**config.mk**
```make
export PLATFORM = sky130hd
export DESIGN_NAME = bit_unstuff
export DESIGN_NICKNAME = d
export VERILOG_FILES = /design/src/rtl/bit_unstuff.sv
export SDC_FILE = /design/constraint.sdc
export NUM_CORES = 1
export LEC_CHECK = 0
export CORE_AREA = 3 3 40 42
export CTS_BUF_LIST = sky130_fd_sc_hd__clkbuf_4 sky130_fd_sc_hd__clkbuf_8
export DETAILED_ROUTE_END_ITERATION = 8
export DIE_AREA = 0 0 43 45
export PLACE_DENSITY_LB_ADDON = 0.15
export SLEW_MARGIN = 20
export SYNTH_ARGS = -nofsm -noshare
export SYNTH_HDL_FRONTEND = slang
export SYNTH_SLANG_ARGS = --single-unit
```
**constraint.sdc**
```tcl
create_clock -name clk -period 1 [get_ports clk]
set_input_delay 0.2 -clock clk [delete_from_list [all_inputs] [get_ports clk]]
set_output_delay 0.2 -clock clk [all_outputs]
set_load 0.05 [all_outputs]
```
**src/rtl/bit_unstuff.sv**
```systemverilog
// bit_unstuff
//   Receive-side bit unstuffer. After MAX_ONES consecutive accepted ones, the
//   next sampled bit must be a stuffed zero. That zero is removed and reported
//   on stuff_drop. A one in that slot is a bit-stuff violation: stuff_error is
//   set and stays set until the packet ends.
//
//   Optional feature macro: BIT_UNSTUFF_NRZI_DECODE_EN
//     When defined, data_in is the raw line level and NRZI decode happens here.
//     A bit decodes as 1 when the level matches the previous sampled level,
//     and as 0 when it differs. The previous level is 1 (idle J) after rst and
//     while packet_active is low.
//     When undefined, data_in is already decoded.
//
// Ports
//   clk           system clock, rising edge
//   rst           synchronous active-high reset
//   sample_valid  one-cycle strobe: data_in holds a new bit
//   data_in       decoded receive bit (raw line level with NRZI decode enabled)
//   packet_active high for the packet; low returns the block to IDLE
//   data_out      unstuffed data bit, qualified by data_valid
//   data_valid    one-cycle pulse: data_out is a payload bit
//   stuff_drop    one-cycle pulse: a stuffed zero was removed
//   stuff_error   sticky bit-stuff violation flag
//   ones_count    current consecutive-ones count
module bit_unstuff #(
  parameter int MAX_ONES = 6,
  parameter int CNT_BITS = 3
) (
  input  logic                clk,
  input  logic                rst,
  input  logic                sample_valid,
  input  logic                data_in,
  input  logic                packet_active,
  output logic                data_out,
  output logic                data_valid,
  output logic                stuff_drop,
  output logic                stuff_error,
  output logic [CNT_BITS-1:0] ones_count
);

  localparam logic [CNT_BITS-1:0] CNT_LAST = CNT_BITS'(MAX_ONES - 1);
  localparam logic [CNT_BITS-1:0] CNT_ONE  = CNT_BITS'(1);

  typedef enum logic [1:0] {IDLE, RUN, STUFF, ERR} state_t;

  state_t                state;
  state_t                state_eff;
  state_t                state_nxt;
  logic                  bit_in;
  logic                  dout_nxt;
  logic                  dv_nxt;
  logic                  sd_nxt;
  logic                  err_nxt;
  logic [CNT_BITS-1:0]   cnt_nxt;

`ifdef BIT_UNSTUFF_NRZI_DECODE_EN
  logic prev_level;

  function automatic logic nrzi_decode(input logic level, input logic prev);
    return (level == prev);
  endfunction

  assign bit_in = nrzi_decode(data_in, prev_level);

  always_ff @(posedge clk) begin
    if (rst || !packet_active) begin
      prev_level <= 1'b1;
    end else if (sample_valid) begin
      prev_level <= data_in;
    end
  end
`else
  assign bit_in = data_in;
`endif

  // IDLE becomes RUN in the same cycle packet_active rises. This way a strobe
  // that arrives with the first active cycle is unstuffed normally.
  always_comb begin
    state_eff = state;
    if (state == IDLE) begin
      state_eff = RUN;
    end
  end

  always_comb begin
    state_nxt = state_eff;
    dout_nxt  = data_out;
    dv_nxt    = 1'b0;
    sd_nxt    = 1'b0;
    err_nxt   = stuff_error;
    cnt_nxt   = ones_count;
    if (!packet_active) begin
      // End of packet: any sample in this cycle is discarded.
      state_nxt = IDLE;
      cnt_nxt   = '0;
      err_nxt   = 1'b0;
    end else if (sample_valid) begin
      case (state_eff)
        RUN: begin
          dout_nxt = bit_in;
          dv_nxt   = 1'b1;
          if (!bit_in) begin
            cnt_nxt = '0;
          end else if (ones_count == CNT_LAST) begin
            // This one is still payload. The next sampled bit is the stuff slot.
            cnt_nxt   = '0;
            state_nxt = STUFF;
          end else begin
            cnt_nxt = ones_count + CNT_ONE;
          end
        end
        STUFF: begin
          if (!bit_in) begin
            sd_nxt    = 1'b1;
            state_nxt = RUN;
          end else begin
            err_nxt   = 1'b1;
            state_nxt = ERR;
          end
        end
        default: begin
          // ERR ignores all samples until packet_active drops.
        end
      endcase
    end
  end

  // Registered output stage
  always_ff @(posedge clk) begin
    if (rst) begin
      state       <= IDLE;
      data_out    <= 1'b0;
      data_valid  <= 1'b0;
      stuff_drop  <= 1'b0;
      stuff_error <= 1'b0;
      ones_count  <= '0;
    end else begin
      state       <= state_nxt;
      data_out    <= dout_nxt;
      data_valid  <= dv_nxt;
      stuff_drop  <= sd_nxt;
      stuff_error <= err_nxt;
      ones_count  <= cnt_nxt;
    end
  end

endmodule

```
**Word-level counts from Yosys, hierarchy flattened**

Cells that the tools add are included.

- Register bits after elaboration: 9
- Input bits: 5
- Output and inout port bits: 7
- Logic and storage cells: 30

- $add $sub $neg: 1
- Equality and inequality tests: 3
- Muxes and demuxes: 10
- Bitwise logic cells: 3
- Reductions and logical operators: 7

Operators with widths:

| cell | count |
|---|---|
| $mux W2 | 5 |
| $mux W3 | 2 |
| $reduce_and A3 Y1 | 2 |
| $pmux W2 S2 | 1 |
| $reduce_or A4 Y1 | 1 |
| $add A3 B1 Y3 const B | 1 |
| $eq A3 B3 Y1 const B | 1 |
| $not A1 Y1 | 3 |
| $reduce_or A3 Y1 | 1 |
| $eq A2 B1 Y1 const B | 1 |
| $eq A2 B2 Y1 const B | 1 |
| $logic_not A2 Y1 | 1 |
| $mux W1 | 2 |
| $reduce_and A2 Y1 | 1 |
| $reduce_or A2 Y1 | 1 |

**Longest topological paths before layout**

- Depth after elaboration: 6
- Mapped depth: 4

**Worst setup path before layout**

No wires, ideal clock.

- Kind: reg2reg
- Start: register ones_count[0]
- End: register ones_count[1]
- Library setup time: 0.117 ns
- Arrival time: 1.127 ns
- Data required time: 0.883 ns
- Path slack: -0.244 ns
- Cell stages (with the launch flop): 3
- Path buffers: 0
- Cells stage by stage: dfxtp_1 o21ai_0 a32o_1

- Longest elaborated chain between the ends: 3
- Elaborated cells on any way between the ends: 4

RTL lines:

| element | RTL line | source |
|---|---|---|
| start, declared | 38 | `output logic [CNT_BITS-1:0] ones_count` |
| start signal, assigned | 143 | `ones_count <= cnt_nxt;` |
| $add A3 B1 Y3 / $eq A3 B3 Y1 (equally long branches) | 109, 104 |  |
| $mux W3 * | 104 | `end else if (ones_count == CNT_LAST) begin` |
| $mux W3 * | 102 | `if (!bit_in) begin` |

Mark *: on every way between the ends. The rest lies on a longest branch, timed or not.
A chain may end at the register's enable or synchronous reset.

**Worst setup path in the final report**

- Start: register state[1]
- End: register ones_count[0]

- Longest elaborated chain between the ends: 4

RTL lines:

| element | RTL line | source |
|---|---|---|
| start, declared | 46 | `state_t state;` |
| start signal, assigned | 138 | `state <= state_nxt;` |
| $logic_not A2 Y1 | 80 | `if (state == IDLE) begin` |
| $mux W2 * | 80 |  |
| $eq A2 B1 Y1 * | 98 | `case (state_eff)` |
| $reduce_and A2 Y1 (no source line) * | - |  |

Marks and branches as above.

==> results by group <==
STA
  • Share of the clock period used by the worst path: 1.01
  • Worst clock skew: 0.00616 ns
  • Final setup violating endpoints: 1
  • Pins over their slew limit: 0
  • Transition time of the tightest slew-check pin: 0.192 ns
  • Count of endpoints failing hold in the final timing report: 0
  • Final critical path time including I/O delays and setup: 1.01 ns
  • Final worst slack: -0.0112 ns
  • Slew headroom: 0.872
  • RSZ-0062 raised after global routing: true
  • Highest clock rate: 0.989 GHz

Yosys
  • Area share of the largest cell type after synthesis: 0.480
  • Synth Area per Inst: 9.38 um2
  • Number of enable flip-flop cells after synthesis: 0
  • Main combinational cell family by area after synthesis: simple AND/OR/NAND/NOR gates
  • Synth Flop Type: sky130_fd_sc_hd__dfxtp_1
  • Sequential-to-total area share from yosys stat: 0.480
  • Compound-gate portion of the synthesized area: 0.177
  • Synth cell types: 20
  • Syn Std Cell Area: 375 um2
  • Net Count, Synth: 45
  • Adder-cell share of the synthesized area: 0
  • Multiplexer area fraction after synthesis: 0.0267
  • Number of cells produced by synthesis: 40
  • Cell taking the most area after synthesis: sky130_fd_sc_hd__dfxtp_1
  • Leading cell types by total area after synthesis: sky130_fd_sc_hd__dfxtp_1 (48%), sky130_fd_sc_hd__nor2b_1 (6.7%), sky130_fd_sc_hd__a32o_1 (5.3%)
  • Share of the synthesized netlist area taken by xor and xnor gates: 0
  • Cell with the most instances after synthesis: sky130_fd_sc_hd__dfxtp_1
  • Fraction of registers with async set/reset: 0
  • Simple-gate portion of the synthesized area: 0.283
  • Number of register bits inferred by synthesis: 9
  • Most used standard cells in the synthesized netlist: sky130_fd_sc_hd__dfxtp_1 (9), sky130_fd_sc_hd__nor2b_1 (4), sky130_fd_sc_hd__nor2_1 (3), sky130_fd_sc_hd__o21ai_0 (3)
  • Yosys synthesis warning count: 0

Clock network
  • TritonCTS clock tree: done
  • Clock transition at the registers of the reported paths: 0.06 ns
  • Maximum count of clock buffers along a single path: 2
  • Clk Latency, worst-skew pair: 0.25 ns
  • CTS HTree Levels: 1
  • TritonCTS sink count: 9
  • TritonCTS Buffers: 3
  • Root cell of the clock tree: sky130_fd_sc_hd__clkbuf_4

Setup path
  • Maximum fanout encountered on the critical timing path: 4
  • Worst Setup End Kind: flop
  • Required time reported for the critical path endpoint: 1.18 ns
  • Critical path arrival: 1.20 ns
  • Crit path kind: flop to flop
  • Startpoint class of the critical path: flop

GRT
  • Initial antenna violation count: 0
  • Total track usage: 0.109
  • First-pass GRT wire length: 1530 um
  • Total grt overflow: 0
  • Largest net degree at the start of global routing: 7
  • Via count of the first global-routing pass: 381

Pwr
  • Net switching power figure: 0.180 mW
  • Power per cell area: 1110 mW/mm2
  • Max IR drop VDD: 0.000574 V
  • Internal Power: 0.601 mW
  • Share of total power consumed by net switching: 0.231
  • Relative contribution of sequential cells to total power: 0.469
  • Logic pwr share: 0.149
  • Fraction of power consumed by the clock network: 0.382
  • Leakage power: 0.304 nW
  • Power, Total: 0.782 mW

Floorplanning
  • Die area: 0.00194 mm2
  • IO Pins: 12
  • Die height: 45 um
  • Initial standard-cell utilization of the core: 0.292
  • Die boundary width: 43 um
  • Core Area: 0.00128 mm2
  • Cell row count: 13

Placed design
  • Weighted congestion reported at the end of routability-driven placement: 0.743
  • Post-placement worst setup slack: -0.403 ns
  • Dpl cell area: 608 um2
  • Detail Placement HPWL: 672 um
  • Buffers added on ports: 11

Final layout
  • Post-synthesis to final-layout area growth: 88.3%
  • # diodes: 0
  • Final core utilization: 0.550
  • Final Instance Area: 707 um2
  • Number of nets in the finished design: 67
  • Ratio of cells with drive above 1 in the final layout: 0.541

Routing
  • DR DRC count: 0
  • Final routed wire length divided by cell count: 12.2 um
  • DRC marker count from the first detailed-route iteration: 0
  • Detailed Route WL: 925 um
  • Routed vias: 364
  • TritonRoute pass-1 iters: 1
  • Antenna-violating nets left: 0
  • Via-to-Cell Ratio: 4.79

Flow run
  • Max Cap Viol: 0

Outcome
  • Result of the run: finished, violations left
  • Failing checks: setup timing

Hold path
  • Worst hold path type: primary input to flop
## stage by stage
step,setup TNS (ns),hold slack (ns),instances
2_1_floorplan,0,0.272,40
3_3_place_gp,-2.53,0.489,69
3_5_place_dp,-2.80,0.509,69
4_1_cts,-0.0536,0.427,75
5_1_grt,-0.252,0.440,76
6_report,-0.0112,0.432,76
## flip-flops by register name, indices dropped and copies added, names as in the netlist
register,cells
data_out,1
stuff_drop,1
data_valid,1
ones_count,3
stuff_error,1
state,2
## cell families (layout without fill, tap and decap cells)
logic type,count (synthesis),after routing
DFF,9,9
and+or+nand+nor,18,18
muxes,1,1
buffers and inverters,3,24
AOI/OAI and AO/OA,9,9
## worst paths after layout
check / startpoint / cells after the start / end / slack, ns
worst min-delay path: packet_active / 4 / ones_count[0] / 0.43
worst max register to register: state[1] / 3 / ones_count[0] / -0.01
worst min register to register: stuff_error / 2 / stuff_error / 0.51
worst max-delay path: state[1] / 3 / ones_count[0] / -0.01
## metal layers
| metal | global-route usage | part of all wire | up-vias |
|---|---|---|---|
| met5 | 0 | 0 | - |
| met4 | 0.0723 | 0.0043 | 0 |
| met3 | 0.0319 | 0.062 | 2 |
| met2 | 0.195 | 0.55 | 8 |
| met1 | 0.110 | 0.38 | 170 |
| li1 | - | - | 184 |
## critical path: stages, from the launching register on
cell                       delay [ns]
sky130_fd_sc_hd__dfxtp_4         0.35
sky130_fd_sc_hd__nand2b_4        0.14
sky130_fd_sc_hd__or3_4           0.32
sky130_fd_sc_hd__a21oi_2         0.14
## power groups by stage
stage | clock (mW) | sequential (mW) | combinational, mW
final | 0.298 | 0.367 | 0.117
after floorplan | 0 | 0.391 | 0.0265
after global placement | 0 | 0.376 | 0.101
after CTS | 0.312 | 0.366 | 0.112
after detailed placement | 0 | 0.376 | 0.103
after global routing | 0.336 | 0.368 | 0.125
## cell type report
type                    instances  area, um2
clock buffers                   4       30.0
fillers                       102        578
inverters                       2       7.51
well taps                      15       18.8
multi-input cells              28        223
repair buffers                 18        233
flip-flops and latches          9        195
## timing repair
| item | 4_1_cts | 5_1_grt |
|---|---|---|
| pin swaps | 3 | 5 |
| setup buffers | 2 | 1 |
| hold buffers | 0 | 0 |
| resized for setup | 13 | 5 |
| endpoints found under the setup margin | 7 | 11 |
## layout by cell type, fill, tap and decap left out
master | synthesis | routed
sky130_fd_sc_hd__o21ai_2 | 0 | 1
sky130_fd_sc_hd__dfxtp_2 | 0 | 3
sky130_fd_sc_hd__and3_4 | 0 | 1
sky130_fd_sc_hd__clkdlybuf4s50_1 | 0 | 1
sky130_fd_sc_hd__inv_1 | 2 | 2
sky130_fd_sc_hd__o21ai_1 | 0 | 1
sky130_fd_sc_hd__buf_4 | 0 | 7
sky130_fd_sc_hd__or3_4 | 0 | 1
sky130_fd_sc_hd__mux2i_1 | 1 | 1
sky130_fd_sc_hd__nand2_1 | 2 | 2
sky130_fd_sc_hd__nor2b_2 | 0 | 1
sky130_fd_sc_hd__a32o_1 | 2 | 2
sky130_fd_sc_hd__a31oi_1 | 1 | 1
sky130_fd_sc_hd__and4b_1 | 1 | 1
sky130_fd_sc_hd__dlygate4sd2_1 | 0 | 2
sky130_fd_sc_hd__nor2b_4 | 0 | 1
sky130_fd_sc_hd__dfxtp_1 | 9 | 3
sky130_fd_sc_hd__nor2_1 | 3 | 3
sky130_fd_sc_hd__clkbuf_4 | 0 | 4
sky130_fd_sc_hd__nand2b_4 | 0 | 2
sky130_fd_sc_hd__nor3b_1 | 1 | 1
sky130_fd_sc_hd__nor3_1 | 2 | 2
sky130_fd_sc_hd__a221oi_2 | 1 | 1
sky130_fd_sc_hd__a21oi_2 | 0 | 1
sky130_fd_sc_hd__buf_12 | 0 | 7
sky130_fd_sc_hd__nand3b_1 | 1 | 1
sky130_fd_sc_hd__o21ai_0 | 3 | 1
sky130_fd_sc_hd__nor2b_1 | 4 | 2
sky130_fd_sc_hd__dlymetal6s2s_1 | 0 | 1
sky130_fd_sc_hd__dfxtp_4 | 0 | 3
sky130_fd_sc_hd__a21oi_1 | 2 | 1
(Power assumes the default switching activity.)
==> RTL edit (same flow settings) <==
Build with the macro `BIT_UNSTUFF_NRZI_DECODE_EN` defined.
--- a/src/rtl/bit_unstuff.sv
+++ b/src/rtl/bit_unstuff.sv
@@ -24,2 +24,4 @@
 //   ones_count    current consecutive-ones count
+`define BIT_UNSTUFF_NRZI_DECODE_EN
+
 module bit_unstuff #(
Behaviour: not the same (Yosys sat finds a counterexample within 4 cycles, from zero or initial values and one cycle with rst high).
==> RTL edit against the unedited design <==
Setup slack gained 12 ps. Total power grew 15%. Routed wire length grew 8.1%. Cell count grew 3.9%. Die area is the same. Sequential cell count grew 1. Area after synthesis grew 22%. Cell area grew 11%. Critical path type is now flip-flop to output pin.
==> RTL edit: results (changes against the unedited design) <==
| Metric | Value |
|---|---|
| Post-Synth XOR/XNOR Area | 0.0603 (was 0) |
| GP Congestion | 0.749 (was 0.743) |
| WHS | 496 ps (was 432 ps) |
| Clk_skew | 3.27 ps (was 6.16 ps) |
| Syn nets | 49 (was 45) |
| Max incr delay on CP | 390 ps (was 350 ps) |
| Synth Area in Adders | 0 (unchanged) |
| H-tree Lvls | 1 (unchanged) |
| CP max FO | 5 (was 4) |
| Fmax | 1000 MHz (was 989 MHz) |
| Worst R2R Start | prev_level$_SDFFE_PP1P_ (was state[1]$_SDFF_PP0_) |
| Met3 usage | 0.0637 (was 0.0319) |
| Worst R2R End | state[0]$_SDFF_PP0_ (was ones_count[0]$_SDFFE_PP0P_) |
| Met2 wire len | 476 microns (was 511 microns) |
| Crit path from | ones_count[1]$_SDFFE_PP0P_ (was state[1]$_SDFF_PP0_) |
| Flop-to-flop setup slack | 10 ps (was -10 ps) |
| Int Power | 0.670 mW (was 0.601 mW) |
| First-pass GRT wire length | 1770 microns (was 1530 microns) |
| Routed via count | 390 (was 364) |
| Critical Path AT | 800 ps (was 1200 ps) |
| Seq/Total Area, Yosys | 0.438 (was 0.480) |
| Grt met2 use | 0.213 (was 0.195) |
| Final layout net count | 70 (was 67) |
| Met1 Use GR | 0.128 (was 0.110) |
| Ys async rst share | 0 (unchanged) |
| Detailed Route WL | 1000 microns (was 925 microns) |
| Top cells by area, synth | dfxtp_1, nand3b_1, xnor2_4 (was dfxtp_1, nor2b_1, a32o_1) |
| Status | complete, no violations (was complete, but fails checks) |
| Tightest Pin Transition | 410 ps (was 192 ps) |
| Syn Inst Count | 44 (was 40) |
| Synth cell types | 21 (was 20) |
| Synth Area in Compound Gates | 0.0986 (was 0.177) |
| Hold Path Stages | 2 (was 4) |
| Leak | 0.298 nW (was 0.304 nW) |
| Wire length on met1 | 445 microns (was 351 microns) |
| Via density | 4.94 (was 4.79) |
| Pin count of the biggest net entering global routing | 9 (was 7) |
| Mux contribution to synthesized area | 0.0219 (was 0.0267) |
| Share of post-route cells with drive strength above 1 | 0.500 (was 0.541) |
| Number of detailed-route iterations in the first pass | 1 (unchanged) |
| Worst path top cell family by delay | flip-flops (was simple AND/OR/NAND/NOR gates) |
| Worst slack, placed | -492 ps (was -403 ps) |
| Synth top cells by count | dfxtp_1, nand3b_1, nand2_1, nor2_1, nor2b_1 (was dfxtp_1, nor2b_1, nor2_1, o21ai_0) |
| Max VDD drop | 732 uV (was 574 uV) |
==> RTL edit: cells by family after synthesis <==
| family | count (synthesis) |
|---|---|
| compound gates | 7 |
| mux | 1 |
| simple gates | 23 |
| flops | 10 |
| buf+inv | 2 |
| xor+xnor | 1 |
==> RTL edit: what timing repair did <==
item	4_1_cts	5_1_grt
resized for setup	8	7
pin swaps	4	4
cloned	1	0
buffers inserted	1	1
hold endpoints to repair	0	0
setup endpoints to repair	11	13
==> RTL edit: layout make-up <==
class	count	area, sq um
Multi-Input combinational cell	33	294
Clock buffer	4	30.0
Timing Repair Buffer	16	219
Sequential cell	10	220
Fill cell	118	499
Tap cell	15	18.8
Inverter	1	3.75
==> RTL edit: power by group through the flow <==
stage          combinational, mW  clock, mW  sequential (mW)
2_1_floorplan             0.0544          0            0.443
3_3_place_gp               0.140          0            0.427
3_5_place_dp               0.141          0            0.427
4_1_cts                    0.154      0.329            0.414
5_1_grt                    0.174      0.362            0.416
6_report                   0.164      0.319            0.414
